$ cat src/rtl/req_upload_serializer.sv
// req_upload_serializer: queues whole request messages (up to DEPTH of them)
// and streams each one flit by flit, flit 0 first, into the ring request FIFO.
// A message may be accepted while an earlier one is still draining.
module req_upload_serializer #(
  parameter int FLIT_W    = 16,
  parameter int MAX_FLITS = 3,
  parameter int DEPTH     = 2,
  parameter int LEN_W     = 2,
  parameter int CNT_W     = 2
) (
  input  logic                        clk,
  input  logic                        rst,
  input  logic [MAX_FLITS*FLIT_W-1:0] flits_in,
  input  logic [LEN_W-1:0]            flits_len,
  input  logic                        v_flits_in,
  output logic                        in_rdy,
  input  logic                        fifo_rdy,
  output logic [FLIT_W-1:0]           flit_out,
  output logic                        v_flit_out,
  output logic                        flit_head,
  output logic                        flit_tail,
  output logic                        upload_state,
  output logic [CNT_W-1:0]            msg_cnt
);

  localparam int MSG_W = MAX_FLITS * FLIT_W;
  localparam int PTR_W = (DEPTH > 1) ? $clog2(DEPTH) : 1;

  logic [MSG_W-1:0]  msg_data [DEPTH];
  logic [LEN_W-1:0]  msg_len  [DEPTH];
  logic [PTR_W-1:0]  wr_ptr;
  logic [PTR_W-1:0]  rd_ptr;
  logic [LEN_W-1:0]  sel_cnt;
  logic [LEN_W-1:0]  eff_len;
  logic [LEN_W-1:0]  head_len;
  logic [MSG_W-1:0]  head_msg;
  logic [FLIT_W-1:0] sel_flit;
  logic              not_empty;
  logic              push;
  logic              pop;

  // Pointer advance with wrap from DEPTH-1 back to slot 0.
  function automatic logic [PTR_W-1:0] ptr_inc(input logic [PTR_W-1:0] p);
    return (p == PTR_W'(DEPTH - 1)) ? '0 : p + PTR_W'(1);
  endfunction

  assign head_msg  = msg_data[rd_ptr];
  assign head_len  = msg_len[rd_ptr];
  assign not_empty = (msg_cnt != '0);

  // Out-of-range lengths (0 or above MAX_FLITS) are treated as a full message.
  always_comb begin
    eff_len = flits_len;
    if (flits_len == '0 || flits_len > LEN_W'(MAX_FLITS))
      eff_len = LEN_W'(MAX_FLITS);
  end

  // Select flit sel_cnt of the head message; flit 0 sits in the top bits.
  always_comb begin
    sel_flit = '0;
    for (int unsigned k = 0; k < MAX_FLITS; k++) begin
      if (sel_cnt == LEN_W'(k))
        sel_flit = head_msg[(MAX_FLITS - 1 - k) * FLIT_W +: FLIT_W];
    end
  end

  // Handshake and flit markers, all derived from the current queue state.
  always_comb begin
    in_rdy       = (msg_cnt != CNT_W'(DEPTH));
    v_flit_out   = not_empty && fifo_rdy;
    flit_head    = not_empty && (sel_cnt == '0);
    flit_tail    = not_empty && (sel_cnt == head_len - LEN_W'(1));
    flit_out     = not_empty ? sel_flit : '0;
    upload_state = not_empty;
    push         = v_flits_in && in_rdy;
    pop          = v_flit_out && flit_tail;
  end

  // Message queue storage, pointers, flit select counter and occupancy.
  always_ff @(posedge clk) begin
    if (rst) begin
      wr_ptr  <= '0;
      rd_ptr  <= '0;
      sel_cnt <= '0;
      msg_cnt <= '0;
      for (int unsigned i = 0; i < DEPTH; i++) begin
        msg_data[i] <= '0;
        msg_len[i]  <= '0;
      end
    end else begin
      if (push) begin
        msg_data[wr_ptr] <= flits_in;
        msg_len[wr_ptr]  <= eff_len;
        wr_ptr           <= ptr_inc(wr_ptr);
      end
      if (v_flit_out) begin
        if (flit_tail) begin
          sel_cnt <= '0;
          rd_ptr  <= ptr_inc(rd_ptr);
        end else begin
          sel_cnt <= sel_cnt + LEN_W'(1);
        end
      end
      case ({push, pop})
        2'b10:   msg_cnt <= msg_cnt + CNT_W'(1);
        2'b01:   msg_cnt <= msg_cnt - CNT_W'(1);
        default: msg_cnt <= msg_cnt;
      endcase
    end
  end

endmodule

$ cat config.mk
export PLATFORM = sky130hd
export DESIGN_NAME = req_upload_serializer
export DESIGN_NICKNAME = d
export VERILOG_FILES = /design/src/rtl/req_upload_serializer.sv
export SDC_FILE = /design/constraint.sdc
export NUM_CORES = 1
export LEC_CHECK = 0
export BUFFER_PORTS_ARGS = -buffer_cell sky130_fd_sc_hd__buf_2
export CORE_MARGIN = 2
export CORE_UTILIZATION = 30
export DETAILED_ROUTE_END_ITERATION = 6
export PLACE_DENSITY_LB_ADDON = 0.12
export SLEW_MARGIN = 20
export SYNTH_ARGS = -nofsm -noshare
export SYNTH_HDL_FRONTEND = slang
export SYNTH_SLANG_ARGS = --single-unit
$ cat constraint.sdc
create_clock -name clk -period 10.7 [get_ports clk]
set_input_delay 1.605 -clock clk [delete_from_list [all_inputs] [get_ports clk]]
set_output_delay 1.605 -clock clk [all_outputs]
set_load 0.01 [all_outputs]
==> results_dict.tcl <==
set metrics [dict create \
    status "complete, no violations" \
    core_um2 16500 \
    io_pins 77 \
    dieArea_um2 17900 \
    final_util_pct 35.8 \
    fp.dieW_um 134 \
    p_comb_share_pct 16.6 \
    hold_buffers 0 \
    cts_buffers 9 \
    gp_congestion 0.716 \
    io_buffers 76 \
    yosys-top-cells-area "edfxtp_1 59%, and2_1 12%, mux2i_1 7.1%" \
    finalMaxSlewViolations 0 \
    critPathCaptureType "output pin" \
    diodes 0 \
    clock_latency_ps 340 \
    grt_use_total_pct 13.7 \
    tritoncts "built" \
    worst_slack_ps 6140 \
    synthTopCellsByCount "100 x edfxtp_1, 97 x and2_1, 36 x mux2i_1, 32 x a211oi_1, 20 x nor2_1" \
    drive_gt1_share_pct 26.1 \
    max_freq_mhz 219 \
    fin_crit_ps 4560 \
    avgRoutedWirePerCell_um 17.5 \
    rsz0062_at_grt "false" \
    hold_viol 0 \
    cts.sinks 107 \
    grt_max_degree 55 \
    initial_core_util_pct 30.6 \
    synth_edf_count 100 \
    relSlewSlack_pct 38.3 \
    seq_power_share_pct 53.1 \
    cts_setup_buffers 0 \
    ctsRootBufferMaster "clkbuf_16" \
    crit_fanout 17 \
    synth_cell_types 35 \
    ys.flop_type "edfxtp_1" \
    yosysWarnings 0 \
    clockPowerShare_pct 30.3 \
    fillers 1646 \
    maxCapViolations 0 \
    ir_worst_vdd_mv 0.0762 \
    leakagePower_nw 2.21 \
    std_cell_rows 47 \
    synthCells 378 \
    sw_frac_of_total_pct 25.9 \
    drt_iter0_drc 128 \
    seq_area_frac_synth_pct 62.2 \
    worstPathArrival_ps 2960 \
    dp_cells 655 \
    crit_type "reg -> out" \
    layoutNonFillerInstCount 668 \
    areaGrowthSynthToFinish_pct 17.2 \
    dp_hpwl_um 6910 \
    syn_avg_cell_area_um2 13.4 \
    yosys.area.top_type "edfxtp_1" \
    regArea_um2 3140 \
    netlist_area_um2 5050 \
    fin_skew_ps 6.37 \
    drc 0 \
    drt_pass1_iterations 4 \
    htreeDepth 3 \
    gr-total-overflow 0 \
    setup-violations-final 0 \
    multi_input_area_um2 1810 \
    die_y_um 134 \
    synth_top_area_share_pct 59.4 \
    synth_nets 436 \
    drt-total-wl_um 11700 \
    ys_ff_latch 107 \
    fin_tns_setup_ps 0 \
    synthArstFlopShare_pct 0 \
    worstPathRequired_ps 9100 \
    cts_resized 0 \
    ant_nets 0 \
    cts.clk_slew.worst_paths_ps 70 \
    grt_first_pass_wirelength_um 18200 \
    p_int_mw 0.718 \
    clockBufferDepth 2 \
    worst_pin_slew_ps 925 \
    layout.nets 504 \
    vias_per_cell 4.59 \
    synth_most_common_cell "edfxtp_1" \
    vias 3068 \
    switching_power_mw 0.251 \
    period_share_pct 42.6 \
    first_global_vias 3255 \
    cp-start-kind "register" \
    antenna_found_initial 1 \
    dp_slack_ps 6430 \
    worst_hold_path_type "reg -> reg" \
    power.density_nw_per_um2 164 \
]
==> cells in the final DEF (no fill, tap or decap), drive strengths merged, types with 2 or more instances in the layout <==
cell / netlist / final
a211oi: 32 / 32
a21oi: 2 / 2
and2: 97 / 97
buf: 7 / 82
clkbuf: 18 / 10
clkinvlp: 0 / 2
dfxtp: 7 / 7
edfxtp: 100 / 100
ha: 4 / 4
inv: 4 / 4
mux2: 18 / 18
mux2i: 36 / 36
nand2: 3 / 3
nand2b: 3 / 3
nand4b: 2 / 2
nor2: 20 / 20
nor2b: 5 / 5
nor3: 3 / 3
nor4: 3 / 3
o21ai: 2 / 2
xor2: 2 / 2
==> final cells by class <==
type                            instances  area share (%)
Clock inverter                          3           0.317
Inverter                                4           0.254
Sequential cell                       107            53.1
Tap cell                              220            4.65
Timing Repair Buffer                   82            7.19
Clock buffer                           10            3.87
Multi-Input combinational cell        242            30.6
==> final timing paths <==
check	startpoint	endpoint	slack [ps]	depth (start not counted)
max	sel_cnt[1]	flit_out[12]	6140	7
min	sel_cnt[0]	sel_cnt[0]	510	2
max reg2reg	register	msg_cnt[1]	7840	7
min reg2reg	sel_cnt[0]	sel_cnt[0]	510	2
==> power by group through the flow <==
stage	clock network [mW]	registers (mW)	logic, mW
finish	0.294	0.515	0.161
global route	0.319	0.519	0.180
CTS	0.305	0.515	0.166
detailed placement	0	0.525	0.165
global placement	0	0.523	0.164
floorplan	0	0.522	0.102
==> metal layers <==
metal / vias to the layer above / part of all wire, % / GRT usage (%)
met5: - / 0.11 / 0
met4: 2 / 1.3 / 3.84
met3: 13 / 6.0 / 5.14
met2: 69 / 48 / 22.6
met1: 1478 / 45 / 16.9
li1: 1506 / - / -
==> metrics by stage <==
| stage | power, mW | cell area, µm² | hold WS (ps) |
|---|---|---|---|
| 3_5_place_dp | 0.690 | 5670 | 503 |
| 2_1_floorplan | 0.624 | 5050 | 479 |
| 5_1_grt | 1.02 | 5920 | 561 |
| 4_1_cts | 0.987 | 5920 | 515 |
| 6_report | 0.969 | 5920 | 512 |
| 3_3_place_gp | 0.687 | 5670 | 504 |
==> flip-flops by register name, indices dropped and copies added, names as in the netlist, named ones only <==
name,flops
msg_cnt,2
msg_data,96
msg_len,4
rd_ptr,1
sel_cnt,2
wr_ptr,1
==> worst max-delay path, stage by stage (launching register included) <==
cell and delay [ps]:
dfxtp_1 380, inv_1 100, ha_1 670, nand2b_1 700, nor2_1 140, a211oi_1 300
a211oi_1 110, buf_2 190
==> kinds of logic after synthesis <==
group                    synth area share, %
buffers and inverters                   2.43
flip-flops                              62.2
AND/OR/NAND/NOR                         17.1
AO/OA/AOI/OAI                           5.62
XOR/XNOR                               0.520
adder cells (fa/ha/maj)                0.991
multiplexers                            11.1
Note: power is estimated with default switching activity, not from simulation.
